`config.mk`:
```
export PLATFORM = sky130hd
export DESIGN_NAME = uart_tx_fifo
export DESIGN_NICKNAME = d
export VERILOG_FILES = /design/src/rtl/uart_pkg.sv /design/src/rtl/sync_fifo.sv /design/src/rtl/uart_tx_fifo.sv
export SDC_FILE = /design/constraint.sdc
export NUM_CORES = 1
export LEC_CHECK = 0
export CAP_MARGIN = 25
export CELL_PAD_IN_SITES_DETAIL_PLACEMENT = 2
export CELL_PAD_IN_SITES_GLOBAL_PLACEMENT = 2
export CORE_UTILIZATION = 44
export DETAILED_ROUTE_END_ITERATION = 16
export DONT_BUFFER_PORTS = 1
export GPL_ROUTABILITY_DRIVEN = 0
export GPL_TIMING_DRIVEN = 0
export PLACE_DENSITY = 0.87
export SLEW_MARGIN = 10
export SYNTH_ARGS = -nofsm -noshare
export SYNTH_HDL_FRONTEND = slang
export SYNTH_SLANG_ARGS = --single-unit
```
`constraint.sdc`:
```
create_clock -name clk -period 2.6 [get_ports clk]
set_clock_uncertainty 0.05 [all_clocks]
set_input_delay 0.26 -clock clk [delete_from_list [all_inputs] [get_ports clk]]
set_output_delay 0.26 -clock clk [all_outputs]
set_load 0.03 [all_outputs]
```
`src/rtl/uart_pkg.sv`:
```
// Shared definitions for the UART transmit path: FSM encoding, defaults and
// the ASCII control characters the upstream sequencer emits.
package uart_pkg;

  typedef enum logic [3:0] {
    S_IDLE  = 4'b0001,
    S_START = 4'b0010,
    S_DATA  = 4'b0100,
    S_STOP  = 4'b1000
  } uart_state_t;

  localparam int DEFAULT_CLKS_PER_BIT    = 10417;
  localparam int DEFAULT_FIFO_DEPTH_LOG2 = 5;

  localparam logic [7:0] ASCII_LF = 8'h0A;
  localparam logic [7:0] ASCII_CR = 8'h0D;

endpackage

```
`src/rtl/sync_fifo.sv`:
```
// Single-clock FIFO with occupancy count; dout shows the head entry so a pop
// and its data load happen in the same cycle.
module sync_fifo #(
  parameter int WIDTH      = 8,
  parameter int DEPTH_LOG2 = 5
) (
  input  logic                  clk,
  input  logic                  rst,
  input  logic                  i_wr_en,
  input  logic [WIDTH-1:0]      i_din,
  input  logic                  i_rd_en,
  output logic [WIDTH-1:0]      o_dout,
  output logic                  o_full,
  output logic                  o_empty,
  output logic [DEPTH_LOG2:0]   o_count
);

  localparam logic [DEPTH_LOG2:0] DEPTH = {1'b1, {DEPTH_LOG2{1'b0}}};

  logic [WIDTH-1:0]      r_mem [2**DEPTH_LOG2];
  logic [DEPTH_LOG2-1:0] r_wr_ptr;
  logic [DEPTH_LOG2-1:0] r_rd_ptr;
  logic [DEPTH_LOG2:0]   r_count;
  logic [DEPTH_LOG2:0]   w_count_next;
  logic                  r_full;
  logic                  r_empty;
  logic                  w_wr_ok;
  logic                  w_rd_ok;

  // A pop in the same cycle frees a slot, so a write into a full FIFO is
  // still accepted when it coincides with a read.
  assign w_rd_ok = i_rd_en & ~r_empty;
  assign w_wr_ok = i_wr_en & (~r_full | w_rd_ok);

  always_comb begin
    w_count_next = r_count;
    if (w_wr_ok & ~w_rd_ok) begin
      w_count_next = r_count + 1'b1;
    end else if (w_rd_ok & ~w_wr_ok) begin
      w_count_next = r_count - 1'b1;
    end
  end

  always_ff @(posedge clk or negedge rst) begin
    if (!rst) begin
      r_wr_ptr <= '0;
      r_rd_ptr <= '0;
      r_count  <= '0;
      r_full   <= 1'b0;
      r_empty  <= 1'b1;
    end else begin
      if (w_wr_ok) begin
        r_wr_ptr <= r_wr_ptr + 1'b1;
      end
      if (w_rd_ok) begin
        r_rd_ptr <= r_rd_ptr + 1'b1;
      end
      r_count <= w_count_next;
      r_full  <= (w_count_next == DEPTH);
      r_empty <= (w_count_next == '0);
    end
  end

  always_ff @(posedge clk) begin
    if (w_wr_ok) begin
      r_mem[r_wr_ptr] <= i_din;
    end
  end

  assign o_dout  = r_mem[r_rd_ptr];
  assign o_full  = r_full;
  assign o_empty = r_empty;
  assign o_count = r_count;

endmodule

```
`src/rtl/uart_tx_fifo.sv`:
```
// 8N1 UART transmitter fed by a small FIFO that absorbs character bursts from
// the message sequencer.
module uart_tx_fifo
  import uart_pkg::*;
#(
  parameter int CLKS_PER_BIT    = DEFAULT_CLKS_PER_BIT,
  parameter int FIFO_DEPTH_LOG2 = DEFAULT_FIFO_DEPTH_LOG2
) (
  input  logic       clk,
  input  logic       rst,
  input  logic [7:0] sign,
  input  logic       tick,
  output logic       tx,
  output logic       busy,
  output logic       fifo_full,
  output logic       overflow
);

  localparam logic [15:0] BAUD_LAST = 16'(CLKS_PER_BIT - 1);

  uart_state_t          r_state;
  uart_state_t          w_state_next;
  logic [15:0]          r_baud;
  logic [15:0]          w_baud_next;
  logic [2:0]           r_bit;
  logic [2:0]           w_bit_next;
  logic [7:0]           r_shift;
  logic [7:0]           w_shift_next;
  logic                 w_pop;
  logic                 w_bit_end;
  logic [7:0]           w_dout;
  logic                 w_full;
  logic                 w_empty;
  logic [FIFO_DEPTH_LOG2:0] w_count;
  logic                 r_tx;
  logic                 r_busy;
  logic                 r_overflow;

  sync_fifo #(
    .WIDTH      (8),
    .DEPTH_LOG2 (FIFO_DEPTH_LOG2)
  ) u_fifo (
    .clk     (clk),
    .rst     (rst),
    .i_wr_en (tick),
    .i_din   (sign),
    .i_rd_en (w_pop),
    .o_dout  (w_dout),
    .o_full  (w_full),
    .o_empty (w_empty),
    .o_count (w_count)
  );

  assign w_bit_end = (r_baud == BAUD_LAST);

  // The baud counter restarts on every state entry so frames never drift.
  always_comb begin
    w_state_next = r_state;
    w_baud_next  = r_baud + 16'd1;
    w_bit_next   = r_bit;
    w_shift_next = r_shift;
    w_pop        = 1'b0;
    unique case (r_state)
      S_IDLE: begin
        w_baud_next = '0;
        if (!w_empty) begin
          w_pop        = 1'b1;
          w_shift_next = w_dout;
          w_state_next = S_START;
        end
      end
      S_START: begin
        if (w_bit_end) begin
          w_baud_next  = '0;
          w_bit_next   = '0;
          w_state_next = S_DATA;
        end
      end
      S_DATA: begin
        if (w_bit_end) begin
          w_baud_next  = '0;
          w_shift_next = {1'b0, r_shift[7:1]};
          if (r_bit == 3'd7) begin
            w_state_next = S_STOP;
          end else begin
            w_bit_next = r_bit + 3'd1;
          end
        end
      end
      S_STOP: begin
        if (w_bit_end) begin
          w_baud_next  = '0;
          w_state_next = S_IDLE;
        end
      end
      default: begin
        w_baud_next  = '0;
        w_state_next = S_IDLE;
      end
    endcase
  end

  // tx and busy are registered from the current state, so the line trails the
  // FSM by one cycle: start bit falls two edges after the write strobe.
  always_ff @(posedge clk or negedge rst) begin
    if (!rst) begin
      r_state    <= S_IDLE;
      r_baud     <= '0;
      r_bit      <= '0;
      r_tx       <= 1'b1;
      r_busy     <= 1'b0;
      r_overflow <= 1'b0;
    end else begin
      r_state    <= w_state_next;
      r_baud     <= w_baud_next;
      r_bit      <= w_bit_next;
      r_tx       <= (r_state == S_START) ? 1'b0 :
                    (r_state == S_DATA)  ? r_shift[0] : 1'b1;
      r_busy     <= (r_state != S_IDLE) | (w_count != '0);
      r_overflow <= r_overflow | (tick & w_full & ~w_pop);
    end
  end

  always_ff @(posedge clk) begin
    r_shift <= w_shift_next;
  end

  assign tx        = r_tx;
  assign busy      = r_busy;
  assign fifo_full = w_full;
  assign overflow  = r_overflow;

endmodule
```
==> results by group, run 1 <==
Logic synthesis
  – Yosys warnings: 0
  – Share of the synthesized area in the top cell type: 62.2%
  – Post-Synthesis Cells: 765
  – Post-synth ARST share: 14.3%
  – Sequential fraction of the synthesis area: 70.9%
  – Mux contribution to synthesized area: 11.0%
  – Top post-synthesis cells by count: 264 x edfxtp_1, 67 x nor2_1, 41 x dfrtp_1, 41 x mux2i_1, 38 x mux4_2
  – Mapped cell area: 0.0127 mm^2
  – #FFs+latches synth: 308
  – Area leader, netlist: edfxtp_1
  – Post-synth EDFFs: 264
  – Largest family of logic cells by synthesized area: multiplexers
  – Netlist cell types: 66
  – Post-synthesis xor/xnor area fraction: 1.71%
  – Top FF cell, synth: edfxtp_1
  – Synth Area in Adders: 1.18%
  – Synth Area in Simple Gates: 7.46%
  – Syn Area/Cell: 16.6 um^2
  – Top-count cell post-synth: edfxtp_1
  – Synth area leaders: edfxtp_1 62%, dfrtp_1 8.1%, mux4_2 6.7%
  – Post-synthesis compound-gate area fraction: 5.82%
  – Mapped Nets: 788

Final layout
  – Util after Layout: 55.6%
  – Reg area: 0.00903 mm^2
  – P&R area growth vs syn: 22.8%
  – Fin nets: 881
  – Fillers: 2,373
  – Finished Cell Area: 0.0156 mm^2
  – Multi-input logic area: 0.00384 mm^2
  – Diode count: 0
  – Layout cells sized above 1: 29.3%

Pwr
  – Peak VDD IR: 0.000567 V
  – Pint: 10,900 uW
  – Sw Share: 37.2%
  – Switch Pwr: 6470 uW
  – Pwr dens: 1110 mW/mm^2
  – Comb power frac: 36.1%
  – Sequential share of power: 36.6%
  – Clk pwr share: 27.3%
  – Leakage power: 0.00525 uW

Setup path
  – Critical Path End Type: flop
  – Worst EP required: 2.79 ns
  – RR Startpoint: u_fifo.r_rd_ptr[0]
  – Buffers & Inverters on Critical Path: 2
  – Startpoint Class: flop
  – FF-to-FF setup slack: -0.19 ns
  – Arr. time, crit path: 2.98 ns
  – Reg-to-reg endpoint: r_shift[6]
  – Cell-by-cell trace of the critical path: buf_6, buf_6, mux2_2, a221oi_1, a21oi_1, a211oi_2, nor3_1
  – Worst path most repeated cell: buf_6
  – CP peak stage delay: 0.50 ns
  – Family with the most delay on the worst path: compound AO/OA/AOI/OAI gates
  – R2R depth: 7
  – WS Path Type: flop to flop
  – Slowest CP cell: a221oi_1
  – Worst-path fanout max: 10

Timing
  – Worst Slack Setup Final: -0.189 ns
  – Slew Viols, Final: 0
  – Smallest hold slack: 0.0167 ns
  – Final hold viol count: 0
  – Fin crit period: 2.79 ns
  – Sum Neg Setup Slack: -0.332 ns
  – Least-Margin Pin Slew: 0.778 ns
  – RSZ-0062 raised after global routing: yes
  – Peak Freq: 0.358 GHz
  – Part of the cycle the worst path needs: 107%
  – Final setup vio count: 5
  – Worst slew margin: 48.1%

Place
  – Pre-CTS WS: -0.816 ns
  – Post-DP HPWL: 24,400 um
  – Port Buffers: 0
  – Placed Area: 0.0132 mm^2

Global routing
  – Initial antenna violation count: 0
  – Gr usage total: 32.0%
  – Pin count of the biggest net entering global routing: 45
  – Vias in the first global route: 8,828
  – Grt total ovfl: 0
  – First-pass GRT wire length: 65,400 um

Routing
  – Post-route ant nets: 0
  – Drt total wl: 46,300 um
  – Vias: 8,247
  – First-pass iteration count of the detailed router: 5
  – Routed vias/inst: 6.56
  – Starting DRC count in detailed routing: 865
  – # DRC: 0
  – WL per Instance: 36.8 um

Hold path
  – Worst hold path class: primary input to flop
  – WHS Path Cells: 1
  – Hold endpoint: u_fifo.r_mem[3][4]
  – Worst Hold Launch: sign[4]

Run status
  – Violated checks: negative setup slack
  – Status: finished, violations left

Floorplan
  – IO Count: 15
  – Height of the die: 172 um
  – Initial Util: 45.2%
  – Core box area: 0.0282 mm^2
  – Die area: 0.0296 mm^2
  – Row cnt: 61
  – Die Wd: 172 um

Clock network
  – Root cell of the clock tree: clkbuf_16
  – Bufs on Longest Clock Path: 3
  – TritonCTS clock tree: done
  – Clock sink total: 308
  – Clk slew on worst S/H paths: 0.07 ns
  – H-tree depth: 2
  – Clock Latency Late Sink: 0.52 ns
  – Num CTS Buffers: 34

Run
  – Max-Cap Viols: 0
layer usage:
| layer | vias up | track usage, % | wire [um] |
|---|---|---|---|
| met2 | 498 | 54.6 | 23300 |
| li1 | 3204 | - | - |
| met5 | - | 0 | 0 |
| met4 | 0 | 12.1 | 2030 |
| met3 | 140 | 4.81 | 3160 |
| met1 | 4405 | 41.2 | 17800 |
placed cells by master (no fill, tap or decap), drive strengths merged, types with 3 or more instances in the layout:
cell type / instances
edfxtp: 264
buf: 81
nor2: 67
clkbuf: 61
dfrtp: 41
mux2i: 41
mux4: 38
nand2: 32
o21ai: 24
a21oi: 17
xor2: 12
mux2: 12
ha: 12
xnor2: 12
nor3: 12
inv: 11
a211oi: 11
nand3: 10
o22ai: 9
nand4: 8
clkinv: 8
and2: 7
a21boi: 6
nand3b: 5
a22o: 5
a221oi: 5
or4b: 5
nor2b: 4
o2bb2ai: 4
or3b: 4
or3: 4
and3: 4
a32oi: 3
o221a: 3
dfstp: 3
nand2b: 3
o221ai: 3
nor3b: 3
nor4: 3
area by class of cell:
class | instances | area share (%)
well taps | 378 | 3.02
multi-input cells | 408 | 24.6
repair buffers | 58 | 6.13
inverters | 11 | 0.264
plain buffers | 37 | 1.62
clock buffers | 48 | 6.18
flip-flops and latches | 308 | 57.7
clock inverters | 10 | 0.472
what timing repair did:
action	CTS	global route
endpoints found under the setup margin	272	274
hold endpoints to repair	300	0
setup buffers	42	6
pin swaps	34	8
resized for setup	99	27
hold buffers	10	0
through the flow:
stage,cells,total power [uW]
after floorplan,765,9390
after global placement,1143,10800
after detailed placement,1143,11200
after CTS,1253,16600
after global routing,1258,17700
final,1258,17400
power groups by stage:
stage	clock network, uW	logic [uW]	registers (uW)
floorplan	0	3140	6250
global placement	0	4450	6310
detailed placement	0	4770	6390
CTS	4690	5630	6310
global route	4920	6390	6380
finish	4750	6280	6360
worst max-delay path by stage:
| stage | startpoint | depth (start not counted) | to |
|---|---|---|---|
| 3_5_place_dp | r_state[1] | 7 | u_fifo.r_mem[26][3] |
| 4_1_cts | u_fifo.r_rd_ptr[0] | 7 | r_shift[6] |
| 5_1_grt | u_fifo.r_rd_ptr[0] | 7 | r_shift[6] |
| 6_report | u_fifo.r_rd_ptr[0] | 7 | r_shift[6] |
| 3_3_place_gp | r_state[1] | 7 | u_fifo.r_mem[20][4] |
| 2_1_floorplan | r_state[1] | 7 | u_fifo.r_mem[0][0] |
kinds of logic (layout without fill, tap and decap cells):
kind of cell / after synthesis / count (layout)
xor+xnor: 24 / 24
fa+ha+maj: 12 / 12
simple gates: 177 / 177
mux: 91 / 91
compound gates: 104 / 104
buf+inv: 49 / 164
flops: 308 / 308
flip-flops by register name (all words and copies together), names as in the netlist, 3 cells and up:
signal,flops
r_shift,8
r_baud,16
r_state,4
u_fifo.o_count,6
u_fifo.r_mem,256
u_fifo.r_wr_ptr,5
r_bit,3
u_fifo.r_rd_ptr,5
Note: power is estimated with default switching activity, not from simulation.
==> inputs of run 2 (changes only) <==
CORE_MARGIN = 4   (was default)
CORE_UTILIZATION = 43   (was 44)
DONT_BUFFER_PORTS = default   (was 1)
GPL_ROUTABILITY_DRIVEN = default   (was 0)
PLACE_DENSITY = 0.86   (was 0.87)
==> run 2 against run 1 <==
The flow still finishes with violations (negative setup slack); via count rose by 2.3%; clock power is 7.6% higher; utilization fell by 1.7 points; clock-buffer cell count down 9; critical path depth stayed put; wire length increased by 5.7%; global-route usage decreased by 5.7 points; sequential cell count unchanged; fmax grew 2.7%; non-clock buffer count decreased by 5.
==> results by group, run 2 (synthesis gave the netlist of run 1 again) <==
Timing
  – Worst slew margin: 41.6%
  – Worst Slack Setup Final: -0.117 ns
  – Final hold viol count: 0
  – Peak Freq: 0.368 GHz
  – Slew Viols, Final: 0
  – Final setup vio count: 8
  – Part of the cycle the worst path needs: 104%
  – Least-Margin Pin Slew: 0.873 ns
  – Fin crit period: 2.72 ns
  – Sum Neg Setup Slack: -0.442 ns

Routing
  – Starting DRC count in detailed routing: 1,105
  – Routed vias/inst: 6.69
  – Post-route ant nets: 0
  – Vias: 8,436
  – First-pass iteration count of the detailed router: 8
  – # DRC: 0
  – WL per Instance: 38.8 um
  – Drt total wl: 49,000 um

Final layout
  – Fin nets: 876
  – Finished Cell Area: 0.0156 mm^2
  – Largest register FFs: 256
  – Most frequent cells in the layout: 264 x edfxtp_1, 40 x dfrtp_1, 39 x mux2i_1
  – Largest Register: u_fifo.r_mem
  – Layout cells sized above 1: 27.6%
  – P&R area growth vs syn: 22.4%
  – Most common cell after layout, fill and taps aside: edfxtp_1
  – Biggest regs: u_fifo.r_mem (256), r_baud (16), r_shift (8)
  – Diode count: 0

Floorplan
  – Row cnt: 62
  – IO Count: 15
  – Core box area: 0.0289 mm^2
  – Die Wd: 180 um
  – Height of the die: 180 um
  – Die area: 0.0324 mm^2
  – Initial Util: 44.0%

Run
  – Max-Cap Viols: 0

Setup path
  – Critical Path End Type: flop
  – Worst EP required: 2.89 ns
  – Arr. time, crit path: 3.00 ns
  – WS Path Type: flop to flop
  – Worst-path fanout max: 10
  – Startpoint Class: flop

Pwr
  – Peak VDD IR: 0.000656 V
  – Pwr Total: 17,700 uW
  – Pwr dens: 1140 mW/mm^2
  – Leakage power: 0.00524 uW

Clock network
  – Clk slew on worst S/H paths: 0.07 ns
  – Clock Latency Late Sink: 0.55 ns
  – TritonCTS clock tree: done
  – Bufs on Longest Clock Path: 3
  – H-tree depth: 2
  – Clock sink total: 308
  – Root cell of the clock tree: clkbuf_16
  – Num CTS Buffers: 34

Global routing
  – Gr usage total: 26.3%
  – Pin count of the biggest net entering global routing: 33
  – Vias in the first global route: 8,466
  – First-pass GRT wire length: 62,900 um
  – Grt total ovfl: 0
  – Initial antenna violation count: 0

Run status
  – Status: finished, violations left
  – Violated checks: negative setup slack

Place
  – Routability cong.: 0.802
  – Pre-CTS WS: -0.894 ns
  – Port Buffers: 14
  – Post-DP HPWL: 25,800 um
  – Placed Area: 0.0136 mm^2

Hold path
  – Worst hold path class: primary input to asynchronous set/reset pin
==> run 2: cell types whose count changed in the layout (fill, tap and decap cells not counted), moves of 3 or more <==
| cell | change |
|---|---|
| buf_16 | +5 |
| nand2_8 | -3 |
| clkbuf_1 | -8 |
| clkinv_1 | +3 |
| clkbuf_16 | -3 |
| clkdlybuf4s50_1 | +13 |
| nand2_4 | +3 |
| buf_2 | +3 |
| buf_12 | -16 |
| buf_4 | -13 |
==> run 2: area by class of cell <==
cell class,instances,area [um^2]
sequential,308,9030
timing repair buffer,53,866
buffer,37,253
inverter,11,41.3
fill,2458,13300
multi-input combinational,408,3800
clock inverter,21,226
clock buffer,39,890
tap,384,480
==> run 2: final timing paths <==
| path | slack (ns) | to | cells past startpoint | from |
|---|---|---|---|---|
| max in group asynchronous | 1.82 | r_state[0] | 3 | rst |
| worst min-delay path | 0.10 | r_bit[0] | 2 | rst |
| min in group clk | 0.48 | r_bit[1] | 1 | r_bit[1] |
| worst min register to register | 0.48 | r_bit[1] | 1 | r_bit[1] |
| worst max register to register | -0.12 | r_shift[1] | 7 | u_fifo.r_rd_ptr[1] |
| worst max-delay path | -0.12 | r_shift[1] | 7 | u_fifo.r_rd_ptr[1] |
==> run 2: power by group <==
group	leakage [uW]	switching [uW]	internal, uW
Clock	0.000546	2310	2800
Combinational	0.00175	4090	2170
Sequential	0.00294	400	5960
==> run 2: worst max-delay path: stages, from the launching register on <==
cell	delay (ns)
dfrtp_2	0.49
buf_4	0.28
buf_4	0.31
mux2i_1	0.15
a221oi_1	0.36
o21ai_1	0.25
a21oi_1	0.31
a21boi_0	0.32
==> run 2: metal layers <==
metal / global-route usage [%] / vias up / routed length, um
li1: - / 3175 / -
met1: 34.6 / 4461 / 18100
met2: 45.6 / 613 / 24300
met3: 3.09 / 187 / 3650
met4: 9.44 / 0 / 2930
met5: 0 / - / 0
==> run 2: repair_timing <==
action / 4_1_cts / 5_1_grt
setup buffers: 12 / 17
pin swaps: 11 / 23
hold endpoints to repair: 42 / 0
gates resized for setup: 98 / 15
hold buffers: 1 / 0
setup endpoints to repair: 272 / 272
==> run 2: through the flow <==
stage                     utilization (%)  hold slack, ns  instances
after floorplan                         -         -0.0856        765
after global placement               46.2           0.399       1163
after detailed placement             46.9           0.125       1172
after CTS                            52.6           0.109       1244
after global routing                 53.9           0.148       1261
final                                53.9           0.101       1261
